$ cat src/rtl/prio_arbiter4_if.sv
// Request/grant bundle between four clients and the arbiter.
// The arbiter takes the slave side; clients or benches take the master side.
interface prio_arbiter4_if;
  logic [3:0] req;
  logic [3:0] gnt;
  logic [1:0] gnt_id;
  logic       busy;
  logic       timeout;

  modport master (
    output req,
    input  gnt,
    input  gnt_id,
    input  busy,
    input  timeout
  );

  modport slave (
    input  req,
    output gnt,
    output gnt_id,
    output busy,
    output timeout
  );
endinterface

$ cat src/rtl/prio_arbiter4.sv
// Four-requester arbiter with hold-while-requested grants, bounded tenure and a one-cycle gap
// between owners. Define ARB_ROUND_ROBIN_EN to rotate priority away from the previous owner.
module prio_arbiter4 #(
  parameter int unsigned MAX_HOLD = 16,
  parameter int unsigned CNT_W    = 5
) (
  input logic              clk,
  input logic              rst,
  prio_arbiter4_if.slave   bus
);

  localparam logic [CNT_W-1:0] HoldLast = CNT_W'(MAX_HOLD - 1);

  typedef enum logic [1:0] {StIdle, StGrant, StGap} state_e;

  state_e           state;
  logic [1:0]       owner;
  logic [CNT_W-1:0] cnt;
  logic [1:0]       win;

`ifdef ARB_ROUND_ROBIN_EN
  logic [1:0] last_id;

  // Walk the order last_id-4 .. last_id-1; later hits overwrite, so last_id-1 ends up strongest.
  always_comb begin
    win = last_id;
    for (int i = 4; i >= 1; i--) begin
      if (bus.req[last_id - 2'(i)]) begin
        win = last_id - 2'(i);
      end
    end
  end
`else
  always_comb begin
    casez (bus.req)
      4'b1???: win = 2'd3;
      4'b01??: win = 2'd2;
      4'b001?: win = 2'd1;
      default: win = 2'd0;
    endcase
  end
`endif

  always_ff @(posedge clk) begin
    if (rst) begin
      state       <= StIdle;
      owner       <= 2'd0;
      cnt         <= '0;
      bus.gnt     <= 4'b0000;
      bus.gnt_id  <= 2'd0;
      bus.busy    <= 1'b0;
      bus.timeout <= 1'b0;
`ifdef ARB_ROUND_ROBIN_EN
      last_id     <= 2'd0;
`endif
    end else begin
      bus.timeout <= 1'b0;
      unique case (state)
        StIdle, StGap: begin
          if (bus.req != 4'b0000) begin
            state      <= StGrant;
            owner      <= win;
            cnt        <= '0;
            bus.gnt    <= 4'b0001 << win;
            bus.gnt_id <= win;
            bus.busy   <= 1'b1;
`ifdef ARB_ROUND_ROBIN_EN
            last_id    <= win;
`endif
          end else begin
            state <= StIdle;
          end
        end
        StGrant: begin
          if (!bus.req[owner]) begin
            state      <= StGap;
            bus.gnt    <= 4'b0000;
            bus.gnt_id <= 2'd0;
            bus.busy   <= 1'b0;
          end else if ((MAX_HOLD != 0) && (cnt == HoldLast)) begin
            state       <= StGap;
            bus.gnt     <= 4'b0000;
            bus.gnt_id  <= 2'd0;
            bus.busy    <= 1'b0;
            bus.timeout <= 1'b1;
          end else if (cnt != '1) begin
            // Saturates only when the limit is disabled.
            cnt <= cnt + 1'b1;
          end
        end
        default: state <= StIdle;
      endcase
    end
  end

endmodule

$ cat src/flat_wrapper.sv
// flat-port wrapper written by rule: the top's interface ports become plain ports
module prio_arbiter4_flat 
#(
  parameter int unsigned MAX_HOLD = 16,
  parameter int unsigned CNT_W    = 5
)
  (clk, rst, bus_req, bus_gnt, bus_gnt_id, bus_busy, bus_timeout);
  prio_arbiter4_if bus_i ();
  input logic clk;
  input logic rst;
  input wire logic [$bits(bus_i.req)-1:0] bus_req;
  output wire logic [$bits(bus_i.gnt)-1:0] bus_gnt;
  output wire logic [$bits(bus_i.gnt_id)-1:0] bus_gnt_id;
  output wire logic [$bits(bus_i.busy)-1:0] bus_busy;
  output wire logic [$bits(bus_i.timeout)-1:0] bus_timeout;
  assign bus_i.req = bus_req;
  assign bus_gnt = bus_i.gnt;
  assign bus_gnt_id = bus_i.gnt_id;
  assign bus_busy = bus_i.busy;
  assign bus_timeout = bus_i.timeout;
  prio_arbiter4 #(.MAX_HOLD(MAX_HOLD), .CNT_W(CNT_W)) u_core (.clk(clk), .rst(rst), .bus(bus_i));
endmodule
$ cat config.mk
export PLATFORM = sky130hd
export DESIGN_NAME = prio_arbiter4_flat
export DESIGN_NICKNAME = d
export VERILOG_FILES = /design/src/rtl/prio_arbiter4_if.sv /design/src/rtl/prio_arbiter4.sv /design/src/flat_wrapper.sv
export SDC_FILE = /design/constraint.sdc
export NUM_CORES = 1
export LEC_CHECK = 0
export CAP_MARGIN = 20
export CORE_MARGIN = 1.5
export CORE_UTILIZATION = 43
export DETAILED_ROUTE_END_ITERATION = 12
export MAX_ROUTING_LAYER = met4
export PLACE_DENSITY = 0.74
export SYNTH_ARGS = -nofsm -noshare
export SYNTH_HDL_FRONTEND = slang
export SYNTH_SLANG_ARGS = --single-unit
$ cat constraint.sdc
create_clock -name clk -period 2.15 [get_ports clk]
set_input_delay 0.3225 -clock clk [delete_from_list [all_inputs] [get_ports clk]]
set_output_delay 0.3225 -clock clk [all_outputs]
set_load 0.02 [all_outputs]
==> flow_summary_export.csv, run 1 <==
group,metric,value,unit
worst_setup_path,crit_required,2.34,ns
floorplan,die-height,45.7,µm
worst_setup_path,worst_path_largest_cell_delay,0.38,ns
floorplan,design.die.area,2090,µm²
clock_network,cts_sinks,17,
worst_setup_path,critical_path.slowest_cell,"dfxtp_1",
timing,unrepaired_setup_endpoints_after_global_routing,"false",
run_status,status,"completed",
floorplan,coreArea,1730,µm²
grt,grt.overflow.total,0,
cells_and_area,antennaDiodeCount,0,
timing,timing.slew.headroom,69.2,%
route,detailedRoute.firstIterationViolations,7,
pwr,cellPowerDensity,665,nW/µm²
worst_setup_path,cp-start-kind,"register",
floorplan,rows,15,
timing,final.period_utilization,93.3,%
cells_and_area,finalNetCount,111,
clock_network,clock_insertion_delay_worst_skew,0.29,ns
clock_network,cts_root_buffer,"clkbuf_4",
clock_network,cts.clk_slew.worst_paths,0.10,ns
logic_synthesis,synthDistinctLibCells,31,
worst_setup_path,worst_setup_path_end_kind,"register",
cells_and_area,post_route_cells_drive_above_1_share,9.90,%
logic_synthesis,synthCells,84,
grt,via_count_of_the_first_global_routing_pass,639,
timing,fin_worst_skew,0.00352,ns
route,totalWireLength,1.55,mm
place,detailed_place_hpwl,1.21,mm
grt,grt_first_pass_wirelength,2.62,mm
timing,worst_pin_slew,0.458,ns
logic_synthesis,synth_edf_count,0,
place,final_weighted_congestion_in_routability_driven_placement,0.830,
route,detail_route.drc_violations,0,
timing,finalSetupViolCount,0,
clock_network,cts_setup_buffers,0,
clock_network,cts_hold_buffers,0,
logic_synthesis,synthesis.area,783,µm²
run,maxCapViolations,0,
timing,maxClockFrequency,499,MHz
cells_and_area,final_util,56.7,%
route,drt-wirelength-per-cell,12.3,µm
logic_synthesis,syn_nets,93,
timing,finalCriticalPeriod,2.01,ns
cells_and_area,synthToLayoutAreaGrowth,24.9,%
worst_setup_path,worst-path-buf-inv,0,
floorplan,effective_utilization_at_floorplan,45.4,%
floorplan,io_pins,14,
grt,grt_max_degree,11,
route,detailedRoute.firstPassIterationCount,7,
place,port_buffers,13,
clock_network,cts_max_path_buffers,2,
logic_synthesis,postSynth.asyncResetShare,0,%
clock_network,clock_tree_from_tritoncts,"yes",
worst_setup_path,cell_family_contributing_the_most_delay_on_the_critical_path,"compound AO/OA/AOI/OAI gates",
logic_synthesis,ys.flop_type,"dfxtp_1",
logic_synthesis,yosys_warnings,0,
timing,fin_setup_tns,0,ns
logic_synthesis,sequential_element_share_of_the_synthesized_area,43.5,%
clock_network,numCtsBuffers,3,
route,vias_per_cell,5.24,
hold_path,timing.hold.worst.class,"register to register",
logic_synthesis,synth-seq-cells,17,
cells_and_area,finalNonFillerCells,126,
grt,groute.usage.overall,18.3,%
pwr,ir_worst_vdd,0.589,mV
logic_synthesis,synthesis.area_per_instance,9.32,µm²
worst_setup_path,cp_data_arrival_time,2.19,ns
clock_network,post_cts_resized,0,
worst_setup_path,cp_cell_sequence,"ha_1 -> and3_1 -> ha_1 -> nor2b_1 -> a22o_1 -> o211a_4 -> a22o_1",
route,num_vias,660,
worst_setup_path,path_class,"register to register",
timing,final_count_of_pins_violating_max_slew,0,
worst_setup_path,critical_path_peak_fanout,6,
floorplan,die_w,45.7,µm
clock_network,cts-htree-levels,1,
route,antenna_violating_nets_post_route,0,
grt,antenna_found_initial,0,
place,place.detailed.instances,122,
timing,timing_hold_violations_final,0,
pwr,leakage,0.395,nW
path summary, 6_finish.rpt:
kind | to | start | slack [ns] | cells after the start
max | u_core.bus.gnt[3] | u_core.cnt[0] | 0.14 | 7
min | u_core.bus.gnt_id[0] | u_core.bus.gnt_id[0] | 0.46 | 1
max reg2reg | u_core.bus.gnt[3] | u_core.cnt[0] | 0.14 | 7
min reg2reg | u_core.bus.gnt_id[0] | u_core.bus.gnt_id[0] | 0.46 | 1
synth_stat cells, drive strengths merged, types with 3 or more instances:
| master | instances | area [µm²] |
|---|---|---|
| a21oi | 5 | 25.0 |
| a32o | 3 | 30.0 |
| dfxtp | 17 | 340 |
| ha | 3 | 37.5 |
| inv | 8 | 30.0 |
| nand2b | 4 | 25.0 |
| nor2 | 10 | 37.5 |
| nor3 | 3 | 15.0 |
| o211ai | 4 | 30.0 |
metal layers:
| layer | vias to the layer above | global-route usage [%] | routed length (µm) |
|---|---|---|---|
| li1 | 338 | - | - |
| met1 | 306 | 22.7 | 747 |
| met2 | 12 | 27.3 | 722 |
| met3 | 4 | 3.57 | 43 |
| met4 | 0 | 10.6 | 41 |
| met5 | - | - | 0 |
per-stage QoR:
stage / hold WS, ns / power, mW / worst slack (ns) / instance area (µm²)
2_1_floorplan: 0.446 / 0.440 / 0.339 / 783
5_1_grt: 0.487 / 0.690 / 0.0322 / 978
3_3_place_gp: 0.451 / 0.488 / 0.170 / 951
4_1_cts: 0.467 / 0.658 / 0.138 / 978
3_5_place_dp: 0.446 / 0.491 / 0.118 / 951
6_report: 0.462 / 0.650 / 0.144 / 978
area by class of cell:
cell class	count	area [µm²]
Clock inverter	1	5.00
Tap cell	25	31.3
Inverter	8	30.0
Sequential cell	17	340
Fill cell	167	748
Multi-Input combinational cell	57	404
Timing Repair Buffer	15	145
Clock buffer	3	22.5
sequential cells by signal, summed over array words and instances (netlist names):
name	count
u_core.bus.timeout	1
u_core.bus.gnt	4
u_core.cnt	5
u_core.owner	2
u_core.bus.gnt_id	2
u_core.bus.busy	1
u_core.state	2
where the power goes:
group          total, mW  switching [mW]  leakage [nW]  internal [mW]
logic              0.133          0.0701         0.237         0.0634
registers          0.351          0.0168         0.139          0.334
clock network      0.166          0.0970        0.0177         0.0692
cells by family after synthesis:
group | Yosys count | share of synthesized area (%)
DFF | 17 | 43.5
adders and majority gates | 3 | 4.79
AOI/OAI and AO/OA | 25 | 25.4
muxes | 3 | 5.11
and+or+nand+nor | 26 | 16.3
buffers and inverters | 10 | 4.95
cell usage in the layout (no fill, tap or decap):
master,count
nor3_1,3
a21o_1,2
mux2_4,2
clkbuf_4,3
nand2_1,2
or2_2,1
a211oi_1,1
buf_4,2
o211ai_1,4
o211a_4,1
or2_1,1
dfxtp_1,17
o311ai_1,1
a22o_1,2
nand2b_1,4
o21ai_1,1
nor4_1,1
ha_1,3
inv_1,8
nor2b_1,1
o221a_1,1
mux2i_1,1
nand3_1,1
nor2_1,10
a32o_1,3
or3_1,1
o22ai_1,2
a22oi_1,1
and3_1,1
o2111a_1,1
clkdlybuf4s50_1,13
a21oi_1,5
clkinv_2,1
Power figures use the tool's default switching activity.
==> run 2, diff against run 1 <==
--- a/config.mk
+++ b/config.mk
@@ -9,8 +9,10 @@
 export CORE_MARGIN = 1.5
 export CORE_UTILIZATION = 43
 export DETAILED_ROUTE_END_ITERATION = 12
+export GPL_TIMING_DRIVEN = 1
 export MAX_ROUTING_LAYER = met4
 export PLACE_DENSITY = 0.74
+export REMOVE_ABC_BUFFERS = 1
 export SYNTH_ARGS = -nofsm -noshare
 export SYNTH_HDL_FRONTEND = slang
 export SYNTH_SLANG_ARGS = --single-unit
==> run 2 against run 1 <==
  * Largest cell class unchanged
  * Via count rose by 2.6%
  * First-iteration DRC count up 140%
  * Critical path depth unchanged
  * Fmax increased by 3.1%
  * Core utilization unchanged
  * Sequential share of layout area unchanged
  * Non-clock buffer count unchanged
  * Clock power rose by 7%
  * Combinational power is essentially flat
  * Hold slack gained 0.0065 ns
  * Sequential power about the same
  * Die area unchanged
==> flow_summary_export.csv, run 2 (same netlist as run 1, synthesis figures left out) <==
group,metric,value,unit
run_status,status,"completed",
grt,via_count_of_the_first_global_routing_pass,639,
timing,finalCriticalPeriod,1.95,ns
grt,grt_first_pass_wirelength,2.64,mm
place,pre_cts_ws,0.156,ns
timing,worst_pin_slew,0.516,ns
cells_and_area,layout_commonest_cell,"dfxtp_1",
run,maxCapViolations,0,
cells_and_area,top_register,"u_core.cnt",
route,antenna_violating_nets_post_route,0,
floorplan,design.die.area,2090,µm²
cells_and_area,number_of_flip_flops_in_the_largest_register,5,
worst_setup_path,critical_path.slowest_cell,"dfxtp_1",
pwr,ir_worst_vdd,0.452,mV
clock_network,post_cts_resized,0,
route,detail_route.drc_violations,0,
worst_setup_path,cp-start-kind,"register",
cells_and_area,most-common-layout-cells,"17 x dfxtp_1, 13 x clkdlybuf4s50_1, 10 x nor2_1",
timing,final.period_utilization,90.5,%
cells_and_area,antennaDiodeCount,0,
clock_network,cts-htree-levels,1,
floorplan,io_pins,14,
worst_setup_path,cell_family_contributing_the_most_delay_on_the_critical_path,"compound AO/OA/AOI/OAI gates",
worst_setup_path,reg2reg_from,"u_core.cnt[0]",
timing,timing_hold_violations_final,0,
worst_setup_path,timing.reg2reg.setup_slack,0.20,ns
timing,unrepaired_setup_endpoints_after_global_routing,"false",
worst_setup_path,crit_required,2.37,ns
timing,fin_worst_skew,0.0176,ns
worst_setup_path,cp_cell_sequence,"ha_1 -> and3_1 -> ha_1 -> nor2b_1 -> a22o_1 -> o211a_4 -> a22o_1",
place,detailed_place_hpwl,1.22,mm
cells_and_area,stdcell_area,978,µm²
worst_setup_path,startpoint,"u_core.cnt[0]",
timing,final_count_of_pins_violating_max_slew,0,
route,num_vias,677,
pwr,switchingPower,196,µW
pwr,share_seq_of_total_power,52.9,%
worst_setup_path,worst-path-buf-inv,0,
place,final_weighted_congestion_in_routability_driven_placement,0.791,
timing,post-route-worst-setup-slack,0.204,ns
worst_setup_path,critical_path_peak_fanout,6,
pwr,cellPowerDensity,678,nW/µm²
route,detailedRoute.firstIterationViolations,17,
place,port_buffers,13,
timing,maxClockFrequency,514,MHz
cells_and_area,post_route_cells_drive_above_1_share,9.90,%
cells_and_area,largest_registers,"u_core.cnt: 5 flops, u_core.bus.gnt: 4 flops",
grt,grt_max_degree,11,
worst_setup_path,endpoint,"u_core.bus.gnt[3]",
clock_network,cts_setup_buffers,0,
floorplan,die-height,45.7,µm
cells_and_area,seqCellArea,340,µm²
route,vias_per_cell,5.37,
clock_network,cts_sinks,17,
floorplan,effective_utilization_at_floorplan,45.4,%
floorplan,rows,15,
pwr,intPower,467,µW
clock_network,cts.clk_slew.worst_paths,0.11,ns
pwr,leakage,0.395,nW
hold_path,timing.hold.worst.class,"register to register",
place,place_area,951,µm²
cells_and_area,multi_input_area,404,µm²
clock_network,cts_hold_buffers,0,
worst_setup_path,rr_endpoint,"u_core.bus.gnt[3]",
grt,antenna_found_initial,0,
worst_setup_path,worst_setup_path_end_kind,"register",
cells_and_area,fillCellCount,163,
timing,finalSetupViolCount,0,
timing,fin_setup_tns,0,ns
worst_setup_path,cp_data_arrival_time,2.16,ns
cells_and_area,finalNetCount,111,
timing,timing.slew.headroom,65.3,%
route,detailedRoute.firstPassIterationCount,4,
worst_setup_path,worst_path_largest_cell_delay,0.38,ns
pwr,power.total,663,µW
cells_and_area,synthToLayoutAreaGrowth,24.9,%
hold_path,min_delay_path_depth,1,
worst_setup_path,path_class,"register to register",
clock_network,cts_max_path_buffers,2,
pwr,clockPowerShare,26.8,%
clock_network,cts_root_buffer,"clkbuf_4",
worst_setup_path,reg2regPathDepth,7,
timing,whs,0.469,ns
floorplan,coreArea,1730,µm²
worst_setup_path,worst-path-stages,7,
grt,groute.usage.overall,18.3,%
clock_network,clock_tree_from_tritoncts,"yes",
route,totalWireLength,1.65,mm
pwr,switching_share,29.6,%
clock_network,numCtsBuffers,3,
floorplan,die_w,45.7,µm
route,drt-wirelength-per-cell,13.1,µm
grt,grt.overflow.total,0,
pwr,p_comb_share,20.2,%
clock_network,clock_insertion_delay_worst_skew,0.31,ns
-- run 2: area by class of cell --
| class | count | share of cell area (%) |
|---|---|---|
| Timing Repair Buffer | 15 | 14.8 |
| Sequential cell | 17 | 34.8 |
| Clock inverter | 1 | 0.512 |
| Inverter | 8 | 3.07 |
| Multi-Input combinational cell | 57 | 41.3 |
| Tap cell | 25 | 3.20 |
| Clock buffer | 3 | 2.30 |
-- run 2: how the worst min path moves through the flow --
stage	startpoint	endpoint	slack, ns
floorplan	rst	u_core.bus.busy	0.39
global placement	u_core.bus.gnt_id[1]	u_core.bus.gnt_id[1]	0.45
detailed placement	u_core.bus.gnt_id[1]	u_core.bus.gnt_id[1]	0.45
CTS	u_core.bus.gnt_id[1]	u_core.bus.gnt_id[1]	0.47
global route	u_core.bus.gnt_id[1]	u_core.bus.gnt_id[1]	0.50
finish	u_core.bus.gnt_id[1]	u_core.bus.gnt_id[1]	0.47
-- run 2: per-layer routing --
layer / GRT usage (%) / share of wire [%]
met1: 23.0 / 48
met2: 27.9 / 48
met3: 2.38 / 2.1
met4: 10.6 / 2.4
met5: - / 0
-- run 2: power by group through the flow --
stage          clock (mW)  sequential (mW)  combinational, mW
2_1_floorplan           0            0.366             0.0699
3_3_place_gp            0            0.357              0.131
3_5_place_dp            0            0.358              0.133
4_1_cts             0.179            0.351              0.134
5_1_grt             0.193            0.353              0.146
6_report            0.178            0.351              0.134
-- run 2: through the flow --
stage,std cells,utilization (%)
final,126,56.7
after global routing,126,56.7
after CTS,126,56.7
after detailed placement,122,55.1
after global placement,122,55.1
after floorplan,82,-
==> run 3, diff against run 2 <==
--- a/config.mk
+++ b/config.mk
@@ -10,6 +10,7 @@
 export CORE_UTILIZATION = 43
 export DETAILED_ROUTE_END_ITERATION = 12
 export GPL_TIMING_DRIVEN = 1
+export HOLD_SLACK_MARGIN = 0.15
 export MAX_ROUTING_LAYER = met4
 export PLACE_DENSITY = 0.74
 export REMOVE_ABC_BUFFERS = 1
==> results of run 3 <==
Final layout, timing and power as in run 2 (identical DEF).
